File: src/rtl/apb_master.sv
// APB requester: one command at a time into SETUP/ACCESS, optional ACCESS watchdog under APB_MASTER_TIMEOUT_EN.
// Latency: accept at edge N, SETUP N+1, ACCESS N+2, rsp_valid pulse one cycle after the ACCESS cycle with pready (N+3 at zero waits).
// Backpressure: cmd_ready is high only in IDLE; no command buffering, the requester holds cmd_valid until accepted.
module apb_master #(
    parameter int ADDR_WIDTH     = 8,
    parameter int DATA_WIDTH     = 32,
    parameter int TIMEOUT_CYCLES = 16
) (
    input  logic                  pclk,
    input  logic                  rst_n,
    input  logic                  cmd_valid,
    output logic                  cmd_ready,
    input  logic                  cmd_write,
    input  logic [ADDR_WIDTH-1:0] cmd_addr,
    input  logic [DATA_WIDTH-1:0] cmd_wdata,
    output logic                  rsp_valid,
    output logic [DATA_WIDTH-1:0] rsp_rdata,
    output logic                  rsp_timeout,
    output logic [ADDR_WIDTH-1:0] paddr,
    output logic                  psel,
    output logic                  penable,
    output logic                  pwrite,
    output logic [DATA_WIDTH-1:0] pwdata,
    input  logic                  pready,
    input  logic [DATA_WIDTH-1:0] prdata
);

    typedef enum logic [1:0] {
        ST_IDLE   = 2'd0,
        ST_SETUP  = 2'd1,
        ST_ACCESS = 2'd2
    } state_t;

    state_t state;
    state_t state_nxt;
    logic   timeout_hit;
    logic   access_done;

    // ACCESS ends either on the completer's pready or on the watchdog firing.
    assign access_done = (state == ST_ACCESS) && (pready || timeout_hit);

`ifdef APB_MASTER_TIMEOUT_EN
    localparam int CNT_W = $clog2(TIMEOUT_CYCLES + 1);

    logic [CNT_W-1:0] to_cnt;

    // Counter value k means k stalled ACCESS cycles already seen; the limit is
    // reached by the stall in progress when the count sits one below it.
    assign timeout_hit = (state == ST_ACCESS) && !pready &&
                         (to_cnt == CNT_W'(TIMEOUT_CYCLES - 1));

    always_ff @(posedge pclk or negedge rst_n) begin
        if (!rst_n) begin
            to_cnt      <= '0;
            rsp_timeout <= 1'b0;
        end else begin
            if (state == ST_SETUP) begin
                to_cnt <= '0;
            end else if ((state == ST_ACCESS) && !pready) begin
                to_cnt <= to_cnt + 1'b1;
            end
            rsp_timeout <= timeout_hit;
        end
    end
`else
    logic unused_timeout_cfg;

    assign unused_timeout_cfg = (TIMEOUT_CYCLES != 0);
    assign timeout_hit        = 1'b0;
    assign rsp_timeout        = 1'b0;
`endif

    always_ff @(posedge pclk or negedge rst_n) begin
        if (!rst_n) begin
            state <= ST_IDLE;
        end else begin
            state <= state_nxt;
        end
    end

    always_comb begin
        state_nxt = state;
        unique case (state)
            ST_IDLE: begin
                if (cmd_valid) begin
                    state_nxt = ST_SETUP;
                end
            end
            ST_SETUP: begin
                state_nxt = ST_ACCESS;
            end
            ST_ACCESS: begin
                if (pready || timeout_hit) begin
                    state_nxt = ST_IDLE;
                end
            end
            default: begin
                state_nxt = ST_IDLE;
            end
        endcase
    end

    always_comb begin
        cmd_ready = (state == ST_IDLE);
    end

    // APB strobes are registered from the next state so they line up with the FSM phase.
    always_ff @(posedge pclk or negedge rst_n) begin
        if (!rst_n) begin
            psel      <= 1'b0;
            penable   <= 1'b0;
            pwrite    <= 1'b0;
            paddr     <= '0;
            pwdata    <= '0;
            rsp_valid <= 1'b0;
            rsp_rdata <= '0;
        end else begin
            psel      <= (state_nxt != ST_IDLE);
            penable   <= (state_nxt == ST_ACCESS);
            rsp_valid <= access_done;
            if ((state == ST_IDLE) && cmd_valid) begin
                pwrite <= cmd_write;
                paddr  <= cmd_addr;
                pwdata <= cmd_write ? cmd_wdata : '0;
            end
            if ((state == ST_ACCESS) && pready && !pwrite) begin
                rsp_rdata <= prdata;
            end
        end
    end

endmodule
File: config.mk
export PLATFORM = sky130hd
export DESIGN_NAME = apb_master
export DESIGN_NICKNAME = d
export VERILOG_FILES = /design/src/rtl/apb_master.sv
export SDC_FILE = /design/constraint.sdc
export NUM_CORES = 1
export LEC_CHECK = 0
export CORE_ASPECT_RATIO = 1.75
export CORE_MARGIN = 1.5
export CORE_UTILIZATION = 40
export CTS_BUF_LIST = sky130_fd_sc_hd__clkbuf_4
export DETAILED_ROUTE_END_ITERATION = 8
export GPL_ROUTABILITY_DRIVEN = 0
export GPL_TIMING_DRIVEN = 0
export HOLD_SLACK_MARGIN = 0.08
export PLACE_DENSITY = 0.79
export SKIP_CTS_REPAIR_TIMING = 1
export SYNTH_ARGS = -nofsm -noshare
export SYNTH_HDL_FRONTEND = slang
export SYNTH_SLANG_ARGS = --single-unit
File: constraint.sdc
create_clock -name pclk -period 1.8 [get_ports pclk]
set_input_delay 0.36 -clock pclk [delete_from_list [all_inputs] [get_ports pclk]]
set_output_delay 0.36 -clock pclk [all_outputs]
set_load 0.1 [all_outputs]
==> run_results.csv <==
group,metric,value,unit
route,drt-total-wl,7.64,mm
synth,yosysWarnings,0,
route,drc,10,
floorplanning,die_height,123,µm
place,io_buf_count,152,
synth,synth_top_family_by_area,"multiplexers",
sta,timing.fmax,590,MHz
grt,pin_count_of_the_biggest_net_entering_global_routing,66,
layout,num-nets-final,482,
route,topRoutingLayerUsed,"met4",
route,dr_wl_met3,535,µm
route,met2_wirelength,4.03,mm
route,number_of_routed_nets_with_antenna_violations,0,
route,dr.first_iter.drc_count,74,
sta,timing.setup.tns,0,ns
cts,clock_latency_reported_for_the_late_side_of_the_worst_skew_pair,0.43,ns
layout,postLayoutCoreUtil,0.588,
flow_run,cap_viol_max_count,0,
synth,synth.avg_cell_area,13.7,µm²
sta,final.min_clock_period,1.70,ns
layout,post_layout_nonfiller_instances,500,
place,placedCellCount,483,
synth,postSynthCellCount,240,
floorplanning,design.die.area,8790,µm²
cts,clk_pin_slew,0.11,ns
place,post-dp-hpwl,5.64,mm
sta,final_hold_viol_count,0,
synth,synthAdderAreaFrac,0,
sta,report.final.slew_viol_count,0,
route,route.detailed.wl_per_inst,15.3,µm
synth,syn_area,3280,µm²
cts,clock_path_buffers,2,
grt,antenna_found_initial,0,
layout,antennaDiodeCount,0,
synth,synth_compound_area_frac,0.00457,
critical_path,cp_data_arrival_time,1.34,ns
sta,skew,0.0163,ns
synth,post_synth_and_or_nand_nor_area_fraction,0.0495,
route,vias,2353,
run_status,run_status,"finished, violations left",
cts,cts-buffers-inserted,9,
synth,synth.ff_latch_count,78,
floorplanning,num_io_pins,155,
sta,timing.hold.ws,0.249,ns
synth,syn_nets,317,
synth,post_synth_xor_area_fraction,0,
critical_path,critical_path_peak_fanout,8,
sta,rsz0062_at_grt,"false",
cts,tritoncts,"done",
sta,finalCritPeriodShare,0.942,
floorplanning,core_region_area,7960,µm²
grt,grt_pass1_wl,12.2,mm
layout,areaGrowthSynthToFinish,42.4,%
route,met1Wirelength,2.86,mm
layout,layout.area.seq,1950,µm²
cts,clkSinkCount,78,
critical_path,required,1.44,ns
synth,synth_seq_area_share,0.594,
grt,first_global_vias,2561,
cts,cts_max_level,3,
floorplanning,die_extent_in_x,71.5,µm
layout,n_fill_cell,726,
floorplanning,fp-row-count,43,
run_status,violations,"design-rule violations",
cts,clock-root-buffer,"sky130_fd_sc_hd__clkbuf_4",
layout,share_of_layout_cells_above_drive_strength_1,0.354,
critical_path,crit_path_end_kind,"output pin",
route,first_pass_iters,6,
sta,setup_viol_count_final,0,
synth,synth.area.mux_share,0.272,
sta,slew-limit-headroom,0.622,
grt,gr-total-overflow,0,
critical_path,setup.worst_path.class,"register to output pin",
synth,synthDistinctLibCells,19,
floorplanning,initial_utilization,0.412,
grt,gr-usage-all-layers,0.180,
hold_path,worstHoldPathType,"input pin to register",
sta,max_slew.worst_pin.slew,0.570,ns
critical_path,startpoint_kind_of_the_worst_setup_timing_path,"register",
layout,combined_area_of_the_multi_input_logic_cells,1080,µm²
route,vias_per_cell,4.71,
## through the flow
stage	setup slack [ns]	instance area, µm²
floorplan	0.162	3290
global placement	-2.65	4920
detailed placement	-0.255	4950
CTS	-0.761	5050
global route	0.00795	4680
finish	0.105	4680
## path summary, 6_finish.rpt
check | from | end | slack, ns | cells past startpoint
setup reg to reg | state[1] | paddr[0] | 0.30 | 4
hold / removal | cmd_write | pwdata[20] | 0.25 | 3
setup / recovery | state[1] | cmd_ready | 0.10 | 2
min in group asynchronous | rst_n | rsp_rdata[24] | 0.30 | 2
hold reg to reg | rsp_rdata[0] | rsp_rdata[0] | 0.52 | 1
max in group asynchronous | rst_n | pwrite | 0.90 | 3
## worst max-delay path, stage by stage, from the launching register on
cell,delay (ns)
sky130_fd_sc_hd__dfrtp_1,0.46
sky130_fd_sc_hd__nor2_2,0.12
sky130_fd_sc_hd__clkbuf_4,0.33
## sequential cells by signal, indices dropped and copies added (netlist names)
| signal | flops |
|---|---|
| pwdata | 32 |
| rsp_valid | 1 |
| psel | 1 |
| paddr | 8 |
| state | 2 |
| pwrite | 1 |
| rsp_rdata | 32 |
| penable | 1 |
## per-layer routing
layer  GRT usage  up-vias
li1            -     1093
met1       0.201     1151
met2       0.310       94
met3      0.0419       15
met4       0.108        0
met5           0        -
## synthesized netlist by cell type (all sizes together)
cell / count / area share
nor2: 2 / 0.0023
or3b: 1 / 0.0027
conb: 1 / 0.0011
mux2: 41 / 0.17
buf: 10 / 0.036
nand2: 32 / 0.037
mux2i: 32 / 0.098
o21ai: 3 / 0.0046
dfrtp: 78 / 0.59
clkbuf: 4 / 0.0046
and3: 1 / 0.0019
inv: 33 / 0.038
and4bb: 1 / 0.0038
nor3b: 1 / 0.0023
## cell usage in the layout (no fill, tap or decap), drive strengths merged
cell	Yosys	routed
and3	1	1
and4bb	1	1
buf	10	12
clkbuf	4	91
clkdlybuf4s50	0	74
clkinv	0	5
clkinvlp	0	1
conb	1	1
dfrtp	78	78
dlygate4sd3	0	1
inv	33	33
mux2	41	41
mux2i	32	32
nand2	32	32
nor2	2	2
nor3b	1	1
o21ai	3	3
or3b	1	1
## area by class of cell
type | instances | area share
repair buffers | 154 | 0.251
multi-input cells | 115 | 0.231
clock inverters | 6 | 0.00615
well taps | 90 | 0.0241
plain buffers | 14 | 0.0283
flip-flops and latches | 78 | 0.417
inverters | 33 | 0.0265
clock buffers | 10 | 0.0160
## cell families after synthesis
logic type	Yosys count
compound gates	3
simple gates	38
buf+inv	47
flops	78
mux	73
other cells	1
Power is left out: the tool's default activity adds up to more than one toggle a clock period on the data nets, which glitch-free logic cannot reach.
